==> src/rtl/mult_share_arb.sv <==
// mult_share_arb: two requesters share a single combinational multiplier.
// A round-robin grant in IDLE accepts one operand pair. The pair is
// multiplied in CALC, and the product is presented in RESP until the
// owning requester takes it.
//
// Ports:
//   clk, rst              clock; synchronous active-high reset
//   reqX_valid/_m/_q      operand request from requester X (X = 0, 1)
//   reqX_ready            operands accepted this cycle
//   rspX_valid/_p         product for requester X (p is 0 while not valid)
//   rspX_ready            requester X takes the product

// mult4x4: combinational unsigned multiplier, full-width product.
//   m, q : operands (N bits)
//   P    : product (2N bits)
module mult4x4 #(
    parameter int unsigned N = 4
) (
    input  logic [N-1:0]   m,
    input  logic [N-1:0]   q,
    output logic [2*N-1:0] P
);
    assign P = {{N{1'b0}}, m} * {{N{1'b0}}, q};
endmodule

module mult_share_arb #(
    parameter int unsigned N = 4
) (
    input  logic           clk,
    input  logic           rst,
    input  logic           req0_valid,
    input  logic [N-1:0]   req0_m,
    input  logic [N-1:0]   req0_q,
    output logic           req0_ready,
    output logic           rsp0_valid,
    output logic [2*N-1:0] rsp0_p,
    input  logic           rsp0_ready,
    input  logic           req1_valid,
    input  logic [N-1:0]   req1_m,
    input  logic [N-1:0]   req1_q,
    output logic           req1_ready,
    output logic           rsp1_valid,
    output logic [2*N-1:0] rsp1_p,
    input  logic           rsp1_ready
);
    typedef enum logic [1:0] {IDLE, CALC, RESP} state_t;

    state_t         state_q;
    logic           last_grant_q;
    logic           owner_q;
    logic           post_rst_q;
    logic [N-1:0]   opm_q;
    logic [N-1:0]   opq_q;
    logic [2*N-1:0] res_q;
    logic [1:0]     rsp_valid_q;
    logic [2*N-1:0] prod;
    logic           quiet;
    logic           gnt_valid;
    logic           gnt_id;
    logic           owner_ready;

    mult4x4 #(.N(N)) u_mult (
        .m(opm_q),
        .q(opq_q),
        .P(prod)
    );

    // Handshake outputs are held low during reset and the cycle after it.
    assign quiet = rst | post_rst_q;

    always_comb begin
        gnt_valid = 1'b0;
        gnt_id    = 1'b0;
        if (state_q == IDLE && !quiet) begin
            if (req0_valid && req1_valid) begin
                gnt_valid = 1'b1;
                gnt_id    = ~last_grant_q;
            end else if (req0_valid) begin
                gnt_valid = 1'b1;
                gnt_id    = 1'b0;
            end else if (req1_valid) begin
                gnt_valid = 1'b1;
                gnt_id    = 1'b1;
            end
        end
    end

    assign req0_ready  = gnt_valid & ~gnt_id;
    assign req1_ready  = gnt_valid &  gnt_id;
    assign owner_ready = owner_q ? rsp1_ready : rsp0_ready;

    always_ff @(posedge clk) begin
        if (rst) begin
            state_q      <= IDLE;
            last_grant_q <= 1'b1;
            owner_q      <= 1'b0;
            post_rst_q   <= 1'b1;
            opm_q        <= '0;
            opq_q        <= '0;
            res_q        <= '0;
            rsp_valid_q  <= '0;
        end else begin
            post_rst_q <= 1'b0;
            case (state_q)
                IDLE: begin
                    // A grant implies the granted requester is valid, so it is the accept.
                    if (gnt_valid) begin
                        opm_q        <= gnt_id ? req1_m : req0_m;
                        opq_q        <= gnt_id ? req1_q : req0_q;
                        owner_q      <= gnt_id;
                        last_grant_q <= gnt_id;
                        state_q      <= CALC;
                    end
                end
                CALC: begin
                    res_q       <= prod;
                    rsp_valid_q <= owner_q ? 2'b10 : 2'b01;
                    state_q     <= RESP;
                end
                RESP: begin
                    if (owner_ready) begin
                        rsp_valid_q <= '0;
                        state_q     <= IDLE;
                    end
                end
                default: begin
                    rsp_valid_q <= '0;
                    state_q     <= IDLE;
                end
            endcase
        end
    end

    assign rsp0_valid = rsp_valid_q[0] & ~rst;
    assign rsp1_valid = rsp_valid_q[1] & ~rst;
    assign rsp0_p     = rsp0_valid ? res_q : '0;
    assign rsp1_p     = rsp1_valid ? res_q : '0;
endmodule
==> config.mk <==
export PLATFORM = sky130hd
export DESIGN_NAME = mult_share_arb
export DESIGN_NICKNAME = d
export VERILOG_FILES = /design/src/rtl/mult_share_arb.sv
export SDC_FILE = /design/constraint.sdc
export NUM_CORES = 1
export LEC_CHECK = 0
export ABC_AREA = 1
export ABC_CLOCK_PERIOD_IN_PS = 3800
export BUFFER_PORTS_ARGS = -buffer_cell sky130_fd_sc_hd__buf_2
export CORE_MARGIN = 2
export CORE_UTILIZATION = 52
export CTS_CLUSTER_SIZE = 8
export DETAILED_ROUTE_END_ITERATION = 6
export PLACE_DENSITY = 0.89
export SLEW_MARGIN = 40
export SYNTH_ARGS = -nofsm -noshare
export SYNTH_HDL_FRONTEND = slang
export SYNTH_SLANG_ARGS = --single-unit
==> constraint.sdc <==
create_clock -name clk -period 3.8 [get_ports clk]
set_clock_uncertainty 0.2 [all_clocks]
set_input_delay 0.19 -clock clk [delete_from_list [all_inputs] [get_ports clk]]
set_output_delay 0.19 -clock clk [all_outputs]
set_load 0.02 [all_outputs]
# Word level (Yosys, flattened, before mapping)

Cells that the tools add are included.

Register bits: 23
Bits of input ports: 22
Output and inout bits: 20
Word-level logic and storage cells: 47

$mul: 1
Eq/ne operators: 4
Multiplexer cells: 18
Bitwise logic cells: 9
Reductions and logical operators: 7

Operators by type and width:

| operator                                                               | count |
|---|---|
| 8-bit 2-to-1 mux                                                       | 2 |
| 2-bit one-hot mux with 3 select lines                                  | 2 |
| 1-bit 2-to-1 mux                                                       | 9 |
| 4-bit by 4-bit multiplier with 8-bit output                            | 1 |
| 4-bit 2-to-1 mux                                                       | 2 |
| 2-bit 2-to-1 mux                                                       | 3 |
| 2-bit AND reduction                                                    | 3 |
| 1-bit AND                                                              | 4 |
| 2-bit != test (second input constant)                                  | 2 |
| 1-bit inverter                                                         | 4 |
| 2-bit by 1-bit equality test with 1-bit output (second input constant) | 1 |
| 2-bit equality test (second input constant)                            | 1 |
| 1-bit logical AND                                                      | 2 |
| 2-bit logical NOT                                                      | 1 |
| 1-bit logical NOT                                                      | 1 |
| 1-bit OR                                                               | 1 |

# Depth between registers and ports, before layout

Gate-level depths: netlist (run 1).

Word-level depth: 6
Gate-level depth with buffers: 13
Mapped depth without buffers: 13

# Hierarchy

A second synthesis (run 1) with hierarchy kept.

Cell total of the unflattened synthesis: 229
Area total of the unflattened synthesis: 1565.3 um^2

Modules (own cells, without submodules):

| module         | times used | cells an instance | area an instance (um^2) | seq. area each (um^2) |
|---|---|---|---|---|
| mult_share_arb | 1          | 159               | 1102.3                  | 460.4 |
| mult4x4        | 1          | 70                | 462.9                   | 0.0 |

# Worst setup path after synthesis (run 1)

Ideal clock, no wire load.

Path kind: reg2reg
From: register opm_q[0]
To: register res_q[6]
Setup time: 109 ps
Arrival: 2369 ps
Data required time: 3491 ps
Setup slack: 1122 ps
Stages on the path, launching flop included: 12
Path buffers: 0
Clock period less this slack: 2678 ps
Cell sequence: dfxtp_1 -> nand2_1 -> fa_1 -> inv_1 -> fa_1 -> fa_1 -> nand3_1 -> a21oi_1 -> nor2_1 -> nand2_1 -> nand2_1 -> inv_1

Longest elaborated chain between the ends: 1

Ends and longest elaborated chain:

| item                                        | RTL line | source |
|---|---|---|
| start, declared                             | 52       | `logic [N-1:0] opm_q;` |
| start signal, assigned                      | 108      | `opm_q <= gnt_id ? req1_m : req0_m;` |
| 4-bit by 4-bit multiplier with 8-bit output | 23       | `assign P = {{N{1'b0}}, m} * {{N{1'b0}}, q};` |
| end signal, assigned                        | 116      | `res_q <= prod;` |
| end, declared                               | 54       | `logic [2*N-1:0] res_q;` |

Every way passes these cells.
A chain may end at the register's enable or synchronous reset.

# Final worst setup path (run 1)

Same ends and word-level chain as after synthesis.

==> results by group, run 1 <==
Global route
  • First-pass GRT wire length: 5.382 mm
  • All-layer global routing usage: 0.1993
  • Grt ovf: 0
  • Initial antenna violation count: 0
  • Vias in the first global route: 1356
  • Pin count of the biggest net entering global routing: 17

Logic synthesis
  • Most area-consuming cells after synthesis: dfxtp_1 (30%), nand2_1 (15%), inv_1 (12%)
  • Warnings from Yosys: 0
  • EDFF count, synth: 0
  • Cell with the most instances after synthesis: nand2_1
  • Syn Area/Cell: 6.470 um^2
  • Post-synth ARST share: 0
  • Post-Synthesis Net Count: 272
  • Sequential-to-total area share from yosys stat: 0.3041
  • Ys flop type: dfxtp_1
  • Netlist cell types: 23
  • Synth top area share: 0.3041
  • Post-synth top cells: nand2_1 (60), inv_1 (47), nor2_1 (42), dfxtp_1 (23), a21oi_1 (15)
  • Synthesized cell area: 1514 um^2
  • Largest area contributor in the netlist: dfxtp_1
  • Synthesized flop and latch total: 23
  • Syn Inst Count: 234

Placement
  • IO Port Bufs: 41
  • Final RePlAce weighted congestion: 0.8274
  • Post-DP HPWL: 2.381 mm

Layout
  • Antenna diode instance count: 0
  • Layout Nets: 326
  • Layout cells sized above 1: 0.1882
  • Area Overhead vs Synth: 23.88%

Critical path
  • Arrival @ worst endpoint: 2.87 ns
  • CP startpoint: opm_q[0]$_SDFFE_PP0P_
  • Crit-path max cell delay: 0.55 ns
  • Worst Path Max Fanout: 5
  • CP Depth: 11
  • WP data required: 3.82 ns
  • Crit path buf inv count: 2
  • Terminus of the critical flop-to-flop path: res_q[6]$_SDFFE_PP0N_
  • Critical Path Sink: res_q[6]$_SDFFE_PP0N_
  • Startpoint types: flip-flop
  • Reg-to-reg startpoint: opm_q[0]$_SDFFE_PP0P_
  • Reg2Reg Depth: 11
  • Crit-path leading delay family: adder cells
  • Crit-path cells: nand2_1 -> fa_1 -> inv_1 -> fa_1 -> fa_1 -> nand3_1 -> a21oi_1 -> nor2_1 -> nand2_1 -> nand2_1 -> inv_1
  • CP Capture Type: flip-flop
  • Reg2reg setup slack: 0.96 ns
  • Setup CP Type: flip-flop to flip-flop
  • CP max stage cell: fa_1

Min path
  • Hold Crit Depth: 5
  • Class of the worst hold path: input pin to flip-flop

Die
  • Starting Density: 0.5490
  • Die outline area: 3359 um^2
  • Core ar.: 2758 um^2
  • Die Y: 57.96 um
  • # IOs: 42
  • Die width: 57.96 um
  • # rows: 19

Clocking
  • CTS tree: done
  • Cts repair resizes: 0
  • Clock tree sinks: 23
  • Max clock buf depth: 2
  • Later-pin clock latency in the skew report: 0.31 ns
  • TritonCTS buffer count: 3
  • Root Buffer Master: clkbuf_4
  • Postcts setup bufs: 0
  • Clk slew on worst S/H paths: 0.13 ns
  • CTS hold repair buffers: 11
  • CTS H-tree lvls: 1

Route
  • Initial DRC count: 28
  • Via count: 1490
  • Residual DRC: 0
  • Drt pass-1 iters: 4
  • Detail Route Antenna Nets: 0
  • Routed WL: 3.084 mm
  • Drt wl/cell: 9.698 um
  • Vias per cell: 4.686

Power and ir drop
  • Reg power frac: 0.580
  • Net Sw Frac: 0.2775
  • Worst IR Drop VDD: 0.2112 mV
  • Logic gate share of total power: 0.173
  • Cell area power density: 242.2 nW/um^2
  • Clock share of power: 0.247
  • NetSw: 0.1260 mW
  • Int Power: 0.3282 mW
  • Pleak: 1.147 nW
  • Design Power: 0.4543 mW

Timing
  • Tcrit/Tclk final: 0.7487
  • Setup violations, final: 0
  • Hold Fails Final Rpt: 0
  • Total Neg Setup Slack: 0 ns
  • FMAX: 351.5 MHz
  • RSZ-0062 raised after global routing: no
  • Max-slew headroom: 0.7987
  • Slew @ Worst Pin: 0.3016 ns
  • Slew Limit Fails: 0
  • Final worst path period need: 2.845 ns

Status
  • Outcome: finished, final reports clean

Job
  • Max-Cap Viols: 0
## cell families after synthesis
kind of cell               synth area share
adders and majority gates            0.1521
DFF                                  0.3041
xor gates and xnor gates           0.005786
buffers and inverters                0.1364
AOI/OAI and AO/OA                   0.08099
and+or+nand+nor                      0.3207
## sequential cells by signal, summed over array words and instances, names as in the netlist
signal	count
res_q	8
opm_q	4
opq_q	4
rsp_valid_q	2
state_q	2
last_grant_q	1
owner_q	1
post_rst_q	1
## routing by layer
layer / share of wire / track usage / up-vias
met5: 0 / 0 / -
met4: 0.0055 / 0.02990 / 0
met3: 0.048 / 0.03348 / 2
met2: 0.50 / 0.3961 / 48
met1: 0.44 / 0.2227 / 631
li1: - / - / 809
## worst min-delay path by stage
stage,slack [ns],end,from
finish,0.01,opm_q[3]$_SDFFE_PP0P_,req0_m[3]
global route,0.01,opm_q[2]$_SDFFE_PP0P_,req0_m[2]
CTS,0.007,opm_q[3]$_SDFFE_PP0P_,req0_m[3]
detailed placement,0.25,last_grant_q$_SDFFE_PP1P_,last_grant_q$_SDFFE_PP1P_
global placement,0.24,last_grant_q$_SDFFE_PP1P_,last_grant_q$_SDFFE_PP1P_
floorplan,0.02,post_rst_q$_DFF_P_,rst
## stage by stage
step | worst slack [ns] | std cells | area [um^2] | hold slack, ns | util
5_1_grt | 0.7320 | 318 | 1876 | 0.01421 | 0.6801
6_report | 0.9551 | 318 | 1876 | 0.01054 | 0.6801
3_3_place_gp | 1.065 | 303 | 1738 | 0.2441 | 0.6302
3_5_place_dp | 0.9684 | 303 | 1738 | 0.2522 | 0.6302
2_1_floorplan | 1.122 | 234 | 1514 | 0.01772 | -
4_1_cts | 0.9474 | 318 | 1876 | 0.006549 | 0.6801
## final cells by class
class / count / area, um^2
Sequential cell: 23 / 460.4
Tap cell: 31 / 38.79
Inverter: 49 / 186.4
Clock inverter: 1 / 5.005
Clock buffer: 3 / 22.52
Multi-Input combinational cell: 159 / 847.1
Fill cell: 238 / 882.1
Timing Repair Buffer: 52 / 315.3
## worst reg2reg max path, cell delays in order, from the launching register on
cell and delay, ns:
dfxtp_1 0.42, nand2_1 0.11, fa_1 0.55, inv_1 0.06, fa_1 0.53, fa_1 0.47, nand3_1 0.13, a21oi_1 0.07
nor2_1 0.09, nand2_1 0.06, nand2_1 0.06, inv_1 0.03
## power groups by stage
stage	combinational (mW)	sequential (mW)	clock, mW
2_1_floorplan	0.0497	0.267	0
3_3_place_gp	0.0680	0.268	0
3_5_place_dp	0.0697	0.269	0
4_1_cts	0.0785	0.264	0.116
5_1_grt	0.0903	0.266	0.124
6_report	0.0786	0.264	0.112
## cells in the final DEF, fill, tap and decap left out
cell type,n
inv_2,1
inv_4,1
a21oi_1,15
clkinv_2,1
nand2_1,60
fa_1,4
dfxtp_1,23
nor2_1,42
nand2_2,3
nand3_1,7
a211oi_1,1
clkbuf_4,3
nor2_2,1
o21ai_0,8
or2_2,1
xnor2_1,1
nand4_1,1
nor2_4,1
buf_2,41
dlygate4sd3_1,11
inv_1,47
nand3b_1,1
ha_1,12
nand3b_2,1
(Power assumes the default switching activity.)
==> inputs of run 2 (changes only) <==
- ABC_CLOCK_PERIOD_IN_PS: 3800 -> 2310
- CORE_UTILIZATION: 52 -> 47
- PLACE_DENSITY: 0.89 -> 0.86
- clock period: 3.8 -> 2.31 ns (I/O delays scaled with it)
==> results by group, run 2 (synthesized netlist as in run 1, its figures left out) <==
Status
  • Outcome: finished with violations
  • Violated checks: negative setup slack

Critical path
  • CP startpoint: opq_q[3]$_SDFFE_PP0P_
  • Worst Path Max Fanout: 2
  • WP data required: 2.36 ns
  • Arrival @ worst endpoint: 2.59 ns
  • Reg-to-reg startpoint: opq_q[3]$_SDFFE_PP0P_
  • Startpoint types: flip-flop
  • Critical Path Sink: res_q[5]$_SDFFE_PP0N_
  • Reg2reg setup slack: -0.23 ns
  • Setup CP Type: flip-flop to flip-flop
  • CP Capture Type: flip-flop
  • Terminus of the critical flop-to-flop path: res_q[5]$_SDFFE_PP0N_
  • Reg2Reg Depth: 11

Layout
  • Most frequent cells in the layout: nand2_1 (57), inv_1 (45), nor2_1 (42)
  • Area Overhead vs Synth: 45.04%
  • Antenna diode instance count: 0
  • Layout Nets: 349
  • # fillers: 262
  • Layout cells sized above 1: 0.2742
  • Commonest non-fill, non-tap cell in the layout: nand2_1
  • Biggest registers after layout: res_q: 8 flops, opm_q: 4 flops, opq_q: 4 flops
  • Number of flip-flops in the largest register: 8
  • Largest reg by FF count: res_q
  • Post-Route Utilization: 0.7193

Global route
  • Vias in the first global route: 1527
  • Initial antenna violation count: 0
  • Pin count of the biggest net entering global routing: 14
  • All-layer global routing usage: 0.2099
  • Grt ovf: 0
  • First-pass GRT wire length: 5.934 mm

Clocking
  • Clk slew on worst S/H paths: 0.14 ns
  • CTS tree: done
  • Clock tree sinks: 23
  • Root Buffer Master: clkbuf_4
  • TritonCTS buffer count: 3
  • Later-pin clock latency in the skew report: 0.32 ns
  • CTS H-tree lvls: 1
  • Max clock buf depth: 2

Timing
  • Hold Fails Final Rpt: 0
  • Final worst path period need: 2.539 ns
  • Max-slew headroom: 0.6827
  • Slew Limit Fails: 0
  • Slew @ Worst Pin: 0.4743 ns
  • Final setup margin: -0.2290 ns
  • FMAX: 393.8 MHz
  • Setup violations, final: 5
  • WHS: 0.009053 ns
  • RSZ-0062 raised after global routing: yes
  • Tcrit/Tclk final: 1.099

Die
  • # IOs: 42
  • Core ar.: 3053 um^2
  • Die outline area: 3691 um^2
  • Die Y: 60.76 um
  • Die width: 60.76 um
  • # rows: 20
  • Starting Density: 0.4959

Route
  • Drt wl/cell: 10.62 um
  • Detail Route Antenna Nets: 0
  • Drt pass-1 iters: 4
  • Residual DRC: 0
  • Via count: 1643
  • Routed WL: 3.761 mm
  • Initial DRC count: 51
  • Vias per cell: 4.641

Power and ir drop
  • Cell area power density: 366.6 nW/um^2
  • Pleak: 1.238 nW
  • Worst IR Drop VDD: 0.1952 mV

Placement
  • IO Port Bufs: 41
  • Final RePlAce weighted congestion: 0.7945
  • Post-DP HPWL: 2.565 mm

Job
  • Max-Cap Viols: 0

Min path
  • Class of the worst hold path: input pin to flip-flop
## run 2: timing repair
item,in CTS,in global routing
gates resized for setup,5,10
pin swaps,3,3
setup endpoints to repair,5,8
setup buffers,0,1
hold endpoints to repair,13,0
hold buffers,22,0
## run 2: worst max-delay path: stages, from the launching register on
cell	delay, ns
dfxtp_2	0.36
nand2_2	0.06
fa_1	0.54
inv_2	0.04
fa_2	0.57
ha_4	0.21
buf_4	0.14
nand3_4	0.05
a21oi_2	0.05
nand3b_1	0.14
nand2_1	0.07
inv_1	0.03
## run 2: how the worst min path moves through the flow
stage	startpoint	to	slack [ns]	cells past startpoint
final	req1_valid	last_grant_q$_SDFFE_PP1P_	0.009	5
after floorplan	rst	post_rst_q$_DFF_P_	-0.06	0
after global placement	req1_m[3]	opm_q[3]$_SDFFE_PP0P_	0.21	5
after global routing	req1_valid	state_q[0]$_SDFFE_PP0P_	0.04	4
after CTS	req1_valid	last_grant_q$_SDFFE_PP1P_	0.002	5
after detailed placement	req1_m[1]	opm_q[1]$_SDFFE_PP0P_	0.22	5
## run 2: layer usage
layer	vias to the layer above	track usage	part of all wire	wire [um]
li1	853	-	-	-
met1	723	0.2250	0.41	1549
met2	60	0.4240	0.53	1984
met3	7	0.02772	0.046	173
met4	0	0.05280	0.014	54
met5	-	0	0	0
## run 2: layout make-up
cell class	count	area, um^2	share of cell area
Tap cell	44	55.05	0.02507
Clock buffer	3	22.52	0.01026
Timing Repair Buffer	75	515.5	0.2348
Sequential cell	23	465.4	0.2120
Multi-Input combinational cell	159	943.4	0.4296
Clock inverter	1	5.005	0.002279
Inverter	49	188.9	0.08604
## run 2: power by group
group / switching (mW) / total (mW) / internal (mW)
Combinational: 0.0912 / 0.178 / 0.0871
Clock: 0.131 / 0.196 / 0.0650
Sequential: 0.0106 / 0.431 / 0.420
Total: 0.233 / 0.805 / 0.572
## run 2: through the flow
stage	worst slack (ns)	instances	TNS (ns)	power, mW	instance area (um^2)
6_report	-0.2290	354	-0.8693	0.8051	2196
5_1_grt	-0.3689	354	-1.475	0.8427	2196
4_1_cts	-0.1969	353	-0.7493	0.7963	2148
3_3_place_gp	-0.1480	327	-0.5453	0.5674	1864
3_5_place_dp	-0.2095	327	-0.7899	0.5716	1864
2_1_floorplan	-0.1309	234	-0.4378	0.5231	1541
==> inputs of run 3 (changes only) <==
- ABC_AREA: 1 -> not set
- BUFFER_PORTS_ARGS: -buffer_cell sky130_fd_sc_hd__buf_2 -> -buffer_cell sky130_fd_sc_hd__buf_4
==> results by group, run 3 <==
Die
  • Starting Density: 0.4972
  • Die width: 61.06 um
  • Core ar.: 3078 um^2
  • Die Y: 61.06 um
  • # IOs: 42
  • # rows: 20
  • Die outline area: 3728 um^2

Critical path
  • Setup CP Type: flip-flop to flip-flop
  • CP startpoint: opq_q[3]$_SDFFE_PP0P_
  • Worst Path Max Fanout: 4
  • Reg2Reg Depth: 9
  • Startpoint types: flip-flop
  • Arrival @ worst endpoint: 2.74 ns
  • Critical Path Sink: res_q[7]$_SDFFE_PP0N_
  • Reg-to-reg startpoint: opq_q[3]$_SDFFE_PP0P_
  • CP Capture Type: flip-flop
  • Terminus of the critical flop-to-flop path: res_q[7]$_SDFFE_PP0N_
  • Reg2reg setup slack: -0.41 ns
  • WP data required: 2.33 ns

Route
  • Drt pass-1 iters: 4
  • Residual DRC: 0
  • Drt wl/cell: 12.02 um
  • Via count: 1432
  • Initial DRC count: 23
  • Detail Route Antenna Nets: 0
  • Routed WL: 3.473 mm
  • Vias per cell: 4.955

Layout
  • Layout cells sized above 1: 0.3837
  • Final std cells w/o fill: 289
  • Biggest registers after layout: res_q: 8 flops, opm_q: 4 flops, opq_q: 4 flops
  • Number of flip-flops in the largest register: 8
  • Largest reg by FF count: res_q
  • Antenna diode instance count: 0
  • Area Overhead vs Synth: 45.22%
  • Commonest non-fill, non-tap cell in the layout: buf_4
  • Most frequent cells in the layout: buf_4 (61), and2_1 (28), dlygate4sd3_1 (20)
  • Layout Nets: 284

Clocking
  • Max clock buf depth: 2
  • Clk slew on worst S/H paths: 0.14 ns
  • Later-pin clock latency in the skew report: 0.33 ns
  • Clock tree sinks: 23
  • CTS H-tree lvls: 1
  • CTS tree: done
  • Root Buffer Master: clkbuf_4
  • TritonCTS buffer count: 3

Logic synthesis
  • Syn Inst Count: 170
  • Post-Synth XOR/XNOR Area: 0.005724
  • EDFF count, synth: 0
  • Largest area contributor in the netlist: dfxtp_1
  • Cell with the most instances after synthesis: and2_1
  • Most area-consuming cells after synthesis: dfxtp_1 (30%), and2_1 (11%), ha_1 (9.8%)
  • Mux cell area share after synthesis: 0.006541
  • Netlist cell types: 39
  • Syn Area/Cell: 9.001 um^2
  • Post-synthesis compound-gate area fraction: 0.1938
  • Warnings from Yosys: 0
  • Synthesized cell area: 1530 um^2
  • Sequential-to-total area share from yosys stat: 0.3009
  • Synth top area share: 0.3009
  • Synthesized flop and latch total: 23
  • Ys flop type: dfxtp_1
  • Adder-Cell Fraction of Synth Area: 0.1504
  • Post-Synthesis Net Count: 208
  • Post-synth top cells: and2_1 (28), dfxtp_1 (23), nand2_1 (20), a21oi_1 (12), ha_1 (12)
  • Combinational family with the most area after synthesis: simple AND/OR/NAND/NOR gates
  • Synth Area in Simple Gates: 0.2805
  • Post-synth ARST share: 0

Timing
  • Hold Fails Final Rpt: 0
  • Max-slew headroom: 0.5983
  • RSZ-0062 raised after global routing: yes
  • Setup violations, final: 5
  • Slew @ Worst Pin: 0.6025 ns
  • Final worst path period need: 2.721 ns
  • FMAX: 367.6 MHz
  • Tcrit/Tclk final: 1.178
  • Slew Limit Fails: 0
  • WHS: 0.07810 ns
  • Final setup margin: -0.4106 ns

Min path
  • Class of the worst hold path: input pin to flip-flop

Global route
  • Vias in the first global route: 1316
  • All-layer global routing usage: 0.2076
  • First-pass GRT wire length: 5.623 mm
  • Pin count of the biggest net entering global routing: 28
  • Grt ovf: 0
  • Initial antenna violation count: 0

Power and ir drop
  • Net Sw Frac: 0.2758
  • Design Power: 0.7793 mW
  • Pleak: 1.073 nW
  • Reg power frac: 0.545
  • NetSw: 0.2149 mW
  • Logic gate share of total power: 0.197
  • Int Power: 0.5643 mW
  • Clock share of power: 0.258
  • Cell area power density: 350.7 nW/um^2
  • Worst IR Drop VDD: 0.2238 mV

Placement
  • Final RePlAce weighted congestion: 0.7464
  • Post-DP HPWL: 2.483 mm
  • IO Port Bufs: 41
  • Setup WS pre-CTS: -0.4102 ns
  • Placed insts: 264

Job
  • Max-Cap Viols: 0

Status
  • Outcome: finished with violations
  • Violated checks: negative setup slack
[run 3: cell types whose count changed after synthesis, sizes merged, moves of 3 or more]
cell    delta
inv       -44
nand2     -43
nor2      -38
and2      +28
a22oi      +8
o21ai      -7
a21oi      +4
buf        +4
and2b      +3
and3       +3
clkbuf     +3
[run 3: final cells by class]
| class | count | area [um^2] |
|---|---|---|
| multi-input combinational | 132 | 996.0 |
| fill | 260 | 855.8 |
| timing repair buffer | 81 | 658.1 |
| sequential | 23 | 466.7 |
| tap | 44 | 55.05 |
| clock buffer | 3 | 22.52 |
| inverter | 5 | 18.77 |
| clock inverter | 1 | 5.005 |
[run 3: cell families after synthesis]
kind of cell    count (synthesis)
xor+xnor                        1
mux                             1
flops                          23
simple gates                   77
fa+ha+maj                      16
compound gates                 37
buf+inv                        15
[run 3: layer usage]
layer	share of wire	up-vias	wire length, um	GRT usage
met4	0.017	0	58	0.08385
met3	0.050	5	173	0.03361
met2	0.50	49	1736	0.3860
met1	0.43	639	1505	0.2336
li1	-	739	-	-
met5	0	-	0	0
[run 3: how the worst min path moves through the flow]
stage / startpoint / to / slack, ns / depth (start not counted)
global route: rsp0_ready / rsp_valid_q[1]$_SDFFE_PP0P_ / 0.09 / 5
CTS: rsp0_ready / state_q[1]$_SDFFE_PP0P_ / 0.06 / 5
floorplan: rst / post_rst_q$_DFF_P_ / -0.06 / 0
finish: rsp0_ready / rsp_valid_q[0]$_SDFFE_PP0P_ / 0.08 / 5
global placement: req0_q[2] / opq_q[2]$_SDFFE_PP0P_ / 0.19 / 3
detailed placement: req0_q[3] / opq_q[3]$_SDFFE_PP0P_ / 0.19 / 3
[run 3: timing repair]
action / 4_1_cts / 5_1_grt
endpoints found under the hold margin: 13 / 0
endpoints found under the setup margin: 5 / 6
resized for setup: 0 / 3
hold buffers: 20 / 0
setup buffers: 1 / 0
[run 3: critical path: stages, from the launching register on]
cell and delay [ns]:
dfxtp_2 0.37, nand2_2 0.06, fa_1 0.52, inv_1 0.05, fa_1 0.45, ha_1 0.29, a21o_1 0.17, a221o_1 0.32
nand2_1 0.08, o311ai_2 0.09
[run 3: metrics by stage]
| step | TNS, ns | cell area (um^2) | util |
|---|---|---|---|
| after detailed placement | -1.715 | 1977 | 0.6423 |
| after CTS | -1.810 | 2212 | 0.7187 |
| after global routing | -2.250 | 2222 | 0.7220 |
| final | -1.729 | 2222 | 0.7220 |
| after global placement | -1.462 | 1973 | 0.6411 |
| after floorplan | -1.009 | 1544 | - |
[run 3: power by group through the flow]
stage	Sequential, mW	Combinational (mW)	Clock [mW]
after global placement	0.433	0.121	0
final	0.425	0.154	0.201
after CTS	0.425	0.152	0.207
after floorplan	0.433	0.0729	0
after global routing	0.428	0.166	0.222
after detailed placement	0.434	0.124	0
